[src/rtl/instr_encode_writer.sv]
// RV32I field-to-word encoder feeding a 2-entry FIFO that writes the encoded
// program to consecutive word addresses through a stallable memory write port.
module instr_encode_writer #(
  parameter int unsigned                 INSTR_WIDTH    = 32,
  parameter int unsigned                 ADDRESS_WIDTH  = 5,
  parameter int unsigned                 MEM_ADDR_WIDTH = 16,
  parameter logic [MEM_ADDR_WIDTH-1:0]   BASE_ADDR      = '0,
  parameter int unsigned                 LEN_WIDTH      = 8
) (
  input  logic                      clk,
  input  logic                      rst_n,
  input  logic                      start,
  input  logic [LEN_WIDTH-1:0]      prog_len,
  input  logic                      in_valid,
  output logic                      in_ready,
  input  logic [6:0]                opcode,
  input  logic [ADDRESS_WIDTH-1:0]  rd,
  input  logic [ADDRESS_WIDTH-1:0]  rs1,
  input  logic [ADDRESS_WIDTH-1:0]  rs2,
  input  logic [2:0]                funct3,
  input  logic [6:0]                funct7,
  input  logic [31:0]               imm,
  output logic                      mem_we,
  output logic [MEM_ADDR_WIDTH-1:0] mem_addr,
  output logic [INSTR_WIDTH-1:0]    mem_wdata,
  input  logic                      mem_ready,
  output logic                      done,
  output logic                      err_illegal,
  output logic [LEN_WIDTH-1:0]      wr_count
);

  typedef enum logic [1:0] {S_IDLE, S_RUN, S_DONE} state_t;

  state_t                   state;
  logic [INSTR_WIDTH-1:0]   fifo_mem [2];
  logic                     wptr;
  logic                     rptr;
  logic [1:0]               count;
  logic [1:0]               count_next;
  logic [LEN_WIDTH-1:0]     len_q;
  logic [LEN_WIDTH-1:0]     accepted;
  logic [LEN_WIDTH-1:0]     accepted_next;
  logic [INSTR_WIDTH-1:0]   enc_word;
  logic                     enc_legal;
  logic                     accept;
  logic                     push;
  logic                     pop;

  always_comb begin
    enc_word  = '0;
    enc_legal = 1'b1;
    unique case (opcode)
      7'b0110011:
        enc_word = {funct7, rs2, rs1, funct3, rd, opcode};
      7'b0010011, 7'b0000011, 7'b1100111:
        enc_word = {imm[11:0], rs1, funct3, rd, opcode};
      7'b0100011:
        enc_word = {imm[11:5], rs2, rs1, funct3, imm[4:0], opcode};
      7'b1100011:
        enc_word = {imm[12], imm[10:5], rs2, rs1, funct3, imm[4:1], imm[11], opcode};
      7'b0110111, 7'b0010111:
        enc_word = {imm[31:12], rd, opcode};
      7'b1101111:
        enc_word = {imm[20], imm[10:1], imm[11], imm[19:12], rd, opcode};
      default:
        enc_legal = 1'b0;
    endcase
  end

  assign in_ready  = (state == S_RUN) && (count != 2'd2) && (accepted < len_q);
  assign accept    = in_valid && in_ready;
  // Illegal bundles are consumed and counted but never reach the FIFO.
  assign push      = accept && enc_legal;
  assign mem_we    = (count != 2'd0);
  assign mem_wdata = fifo_mem[rptr];
  assign pop       = mem_we && mem_ready;

  always_comb begin
    count_next = count;
    if (push && !pop)
      count_next = count + 2'd1;
    else if (pop && !push)
      count_next = count - 2'd1;
  end

  assign accepted_next = accepted + LEN_WIDTH'(accept);

  always_ff @(posedge clk or negedge rst_n) begin
    if (!rst_n) begin
      state       <= S_IDLE;
      fifo_mem[0] <= '0;
      fifo_mem[1] <= '0;
      wptr        <= 1'b0;
      rptr        <= 1'b0;
      count       <= '0;
      len_q       <= '0;
      accepted    <= '0;
      mem_addr    <= BASE_ADDR;
      done        <= 1'b0;
      err_illegal <= 1'b0;
      wr_count    <= '0;
    end else begin
      count    <= count_next;
      accepted <= accepted_next;
      if (push) begin
        fifo_mem[wptr] <= enc_word;
        wptr           <= ~wptr;
      end
      if (pop) begin
        rptr     <= ~rptr;
        mem_addr <= mem_addr + MEM_ADDR_WIDTH'(4);
        wr_count <= wr_count + LEN_WIDTH'(1);
      end
      if (accept && !enc_legal)
        err_illegal <= 1'b1;

      unique case (state)
        S_IDLE, S_DONE: begin
          if (start) begin
            len_q       <= prog_len;
            accepted    <= '0;
            wr_count    <= '0;
            err_illegal <= 1'b0;
            mem_addr    <= BASE_ADDR;
            done        <= (prog_len == '0);
            state       <= (prog_len == '0) ? S_DONE : S_RUN;
          end
        end
        S_RUN: begin
          // Look at post-edge occupancy so done rises right after the last write.
          if ((accepted_next == len_q) && (count_next == 2'd0)) begin
            state <= S_DONE;
            done  <= 1'b1;
          end
        end
        default: state <= S_IDLE;
      endcase
    end
  end

endmodule

[config.mk]
export PLATFORM = sky130hd
export DESIGN_NAME = instr_encode_writer
export DESIGN_NICKNAME = d
export VERILOG_FILES = /design/src/rtl/instr_encode_writer.sv
export SDC_FILE = /design/constraint.sdc
export NUM_CORES = 1
export LEC_CHECK = 0
export CELL_PAD_IN_SITES_DETAIL_PLACEMENT = 0
export CELL_PAD_IN_SITES_GLOBAL_PLACEMENT = 1
export CORE_MARGIN = 4
export CORE_UTILIZATION = 43
export CTS_BUF_LIST = sky130_fd_sc_hd__clkbuf_8
export DETAILED_ROUTE_END_ITERATION = 7
export PLACE_DENSITY_LB_ADDON = 0.15
export SLEW_MARGIN = 5
export SYNTH_ARGS = -nofsm -noshare
export SYNTH_HDL_FRONTEND = slang
export SYNTH_SLANG_ARGS = --single-unit
[constraint.sdc]
create_clock -name clk -period 6.41 [get_ports clk]
set_input_delay 0.9615 -clock clk [delete_from_list [all_inputs] [get_ports clk]]
set_output_delay 0.9615 -clock clk [all_outputs]
set_load 0.01 [all_outputs]
==> out/metrics.yaml <==
worstSetupEndpointType: "register"
rr_endpoint: "state[1]"
chipWidth_um: 125
worst_ir_drop_vdd_mv: 0.148
cellPowerDensity_nw_per_um2: 312
grt_pass1_vias: 4768
max_cap_viol_count: 0
slowest_delay_ns: 0.54
cts_tree: "done"
multi_input_area_um2: 2960
p_leak_nw: 3.42
drv_slew: 0
antenna_cells: 0
drt-initial-drc-count: 276
seq_area_frac_synth: 0.467
worst_pin_slew_ns: 1.09
hold_path.class: "reg -> reg"
whs_endpoint: "fifo_mem[0]"
fin_cells: 858
hpwl_mm: 10.4
ys_types: 62
synth_top_cells_by_count: "110 x dfrtp_1, 68 x mux2_2, 52 x nand2_1, 47 x nor2_1, 19 x xor2_1"
fill_cells: 1216
run_status: "completed"
crit_slowest_cell: "or4_4"
overflow: 0
crit_required_ns: 6.72
yosysMostFrequentCell: "dfrtp_1"
routed_wl_mm: 14.3
r2r_start: "len_q[7]"
cp_max_fo: 11
post-route-drc-count: 0
synthCells: 554
synth.avg_cell_area_um2: 10.6
reg2reg_depth: 14
critPathKind: "reg -> reg"
io_pins: 137
clock-sinks: 110
vias: 4569
drive_gt1_frac: 0.155
cts_setup_buffers: 0
antenna_found_initial: 1
core_region_area_um2: 13300
rsz0062_at_grt: "no"
path_clk_slew_ns: 0.09
routedWlPerCell_um: 16.7
ys.flop_type: "dfrtp_1"
final_net_count: 767
synth_top_cells_by_area: "dfrtp_1 47%, mux2_2 13%, nand2_1 3.3%"
tns_ns: 0
fmax_mhz: 256
ys_ff_latch: 110
period_minus_slack_ns: 3.90
ant_nets: 0
num_rows: 42
preCtsSetupSlack_ns: 2.23
yosysWarnings: 0
crit_chain: "inv_1 -> ha_1 -> a211oi_1 -> o211ai_1 -> a211oi_1 -> buf_4 -> ha_1 -> ha_1 -> xor2_1 -> a211oi_1 -> nand3_1 -> or4_4 -> or4_4 -> o21ai_2"
netlist.area_leader.share: 0.467
relSlewSlack: 0.266
port_buffers: 134
r2r_slack_ns: 2.51
finalSetupViolations: 0
dr.pass1.iters: 4
synth_area_um2: 5900
h-tree-depth: 3
start_util: 0.442
period_share: 0.609
min_from: "fifo_mem[0]"
hold_viol: 0
viasPerCell: 5.33
die_area_um2: 15700
critPathLaunchType: "register"
synth_edf_count: 0
clk_latency_ns: 0.38
final-seq-area_um2: 2750
grt_max_degree: 60
die_h_um: 125
min_path_cells: 1
utilization: 0.565
grt_usage: 0.184
yosysTopAreaCell: "dfrtp_1"
max-clock-path-buffers: 2
whs_ns: 0.477
routabilityCongestion: 0.797
cp.arrival_ns: 4.21
post_cts_resized: 0
area_growth_pct: 27.8
grt_pass1_wl_mm: 23.6
place_inst: 842
cts_inserted_buffers: 9
clock_skew_ns: 0.0105
cts-root-buf: "clkbuf_8"
timing.final.ws_setup_ns: 2.51
synthArstFlopShare: 1.00
cts-hold-fix-buffers: 0
routing by layer:
metal | routed length (um) | share of wire | up-vias | track usage
met5 | 19 | 0.0013 | - | 0
met1 | 6120 | 0.43 | 2232 | 0.226
met4 | 178 | 0.012 | 2 | 0.0504
met2 | 7000 | 0.49 | 105 | 0.307
met3 | 1010 | 0.071 | 13 | 0.0670
li1 | - | - | 2217 | -
stage by stage:
stage	power, mW	cell area (um2)
floorplan	1.58	5900
global placement	1.97	7360
detailed placement	1.99	7360
CTS	2.39	7540
global route	2.52	7540
finish	2.35	7540
worst max-delay path by stage:
stage,depth (start not counted),start,endpoint,slack [ns]
after detailed placement,12,in_valid,state[1],2.23
after global placement,12,in_valid,done,2.29
after CTS,13,accepted[2],state[1],2.49
final,14,len_q[7],state[1],2.51
after global routing,14,len_q[2],state[1],2.18
after floorplan,14,len_q[7],state[1],2.84
kinds of logic after synthesis:
group / Yosys count / share of synthesized area
other cells: 1 / 0.000636
mux: 79 / 0.151
compound gates: 102 / 0.122
buf+inv: 43 / 0.0344
fa+ha+maj: 13 / 0.0276
xor+xnor: 32 / 0.0501
simple gates: 174 / 0.148
flops: 110 / 0.467
layout make-up:
cell class                      instances  area share
Clock buffer                           10      0.0183
Inverter                               14     0.00697
Tap cell                              176      0.0292
Timing Repair Buffer                  140       0.184
Sequential cell                       110       0.365
Clock inverter                          6     0.00498
Multi-Input combinational cell        402       0.392
cells in the final DEF, fill, tap and decap left out, types with 6 or more instances in the layout:
| cell type | instances |
|---|---|
| clkdlybuf4s50_1 | 133 |
| ha_1 | 13 |
| nand3_1 | 13 |
| clkbuf_8 | 10 |
| dfrtp_1 | 110 |
| nand4_1 | 6 |
| o21ai_0 | 16 |
| xor2_1 | 19 |
| mux2_1 | 10 |
| inv_1 | 16 |
| nand2_1 | 52 |
| buf_4 | 7 |
| xnor2_1 | 12 |
| a31oi_1 | 13 |
| a22o_1 | 13 |
| a21oi_1 | 18 |
| mux2_2 | 68 |
| a22oi_1 | 10 |
| nor2b_1 | 11 |
| nor2_1 | 47 |
worst max-delay path: cells and delay by family (launching register included):
| kind | cells | cell delay (ns) |
|---|---|---|
| flip-flops | 1 | 0.40 |
| XOR/XNOR | 1 | 0.15 |
| AO/OA/AOI/OAI | 5 | 0.96 |
| adder cells (fa/ha/maj) | 3 | 0.87 |
| buffers and inverters | 2 | 0.32 |
| AND/OR/NAND/NOR | 3 | 1.13 |
state kept, by name, indices dropped and copies added (netlist names):
register	cells
accepted	8
count	2
done	1
err_illegal	1
fifo_mem	64
len_q	8
mem_addr	14
rptr	1
state	2
wptr	1
wr_count	8
report_power, final:
part           switching [mW]  total [mW]  internal [mW]  leakage [nW]
sequential              0.139       0.988          0.849          1.46
clock                   0.229       0.380          0.151        0.0953
combinational           0.455       0.982          0.527          1.87
Note: power is estimated with default switching activity, not from simulation.
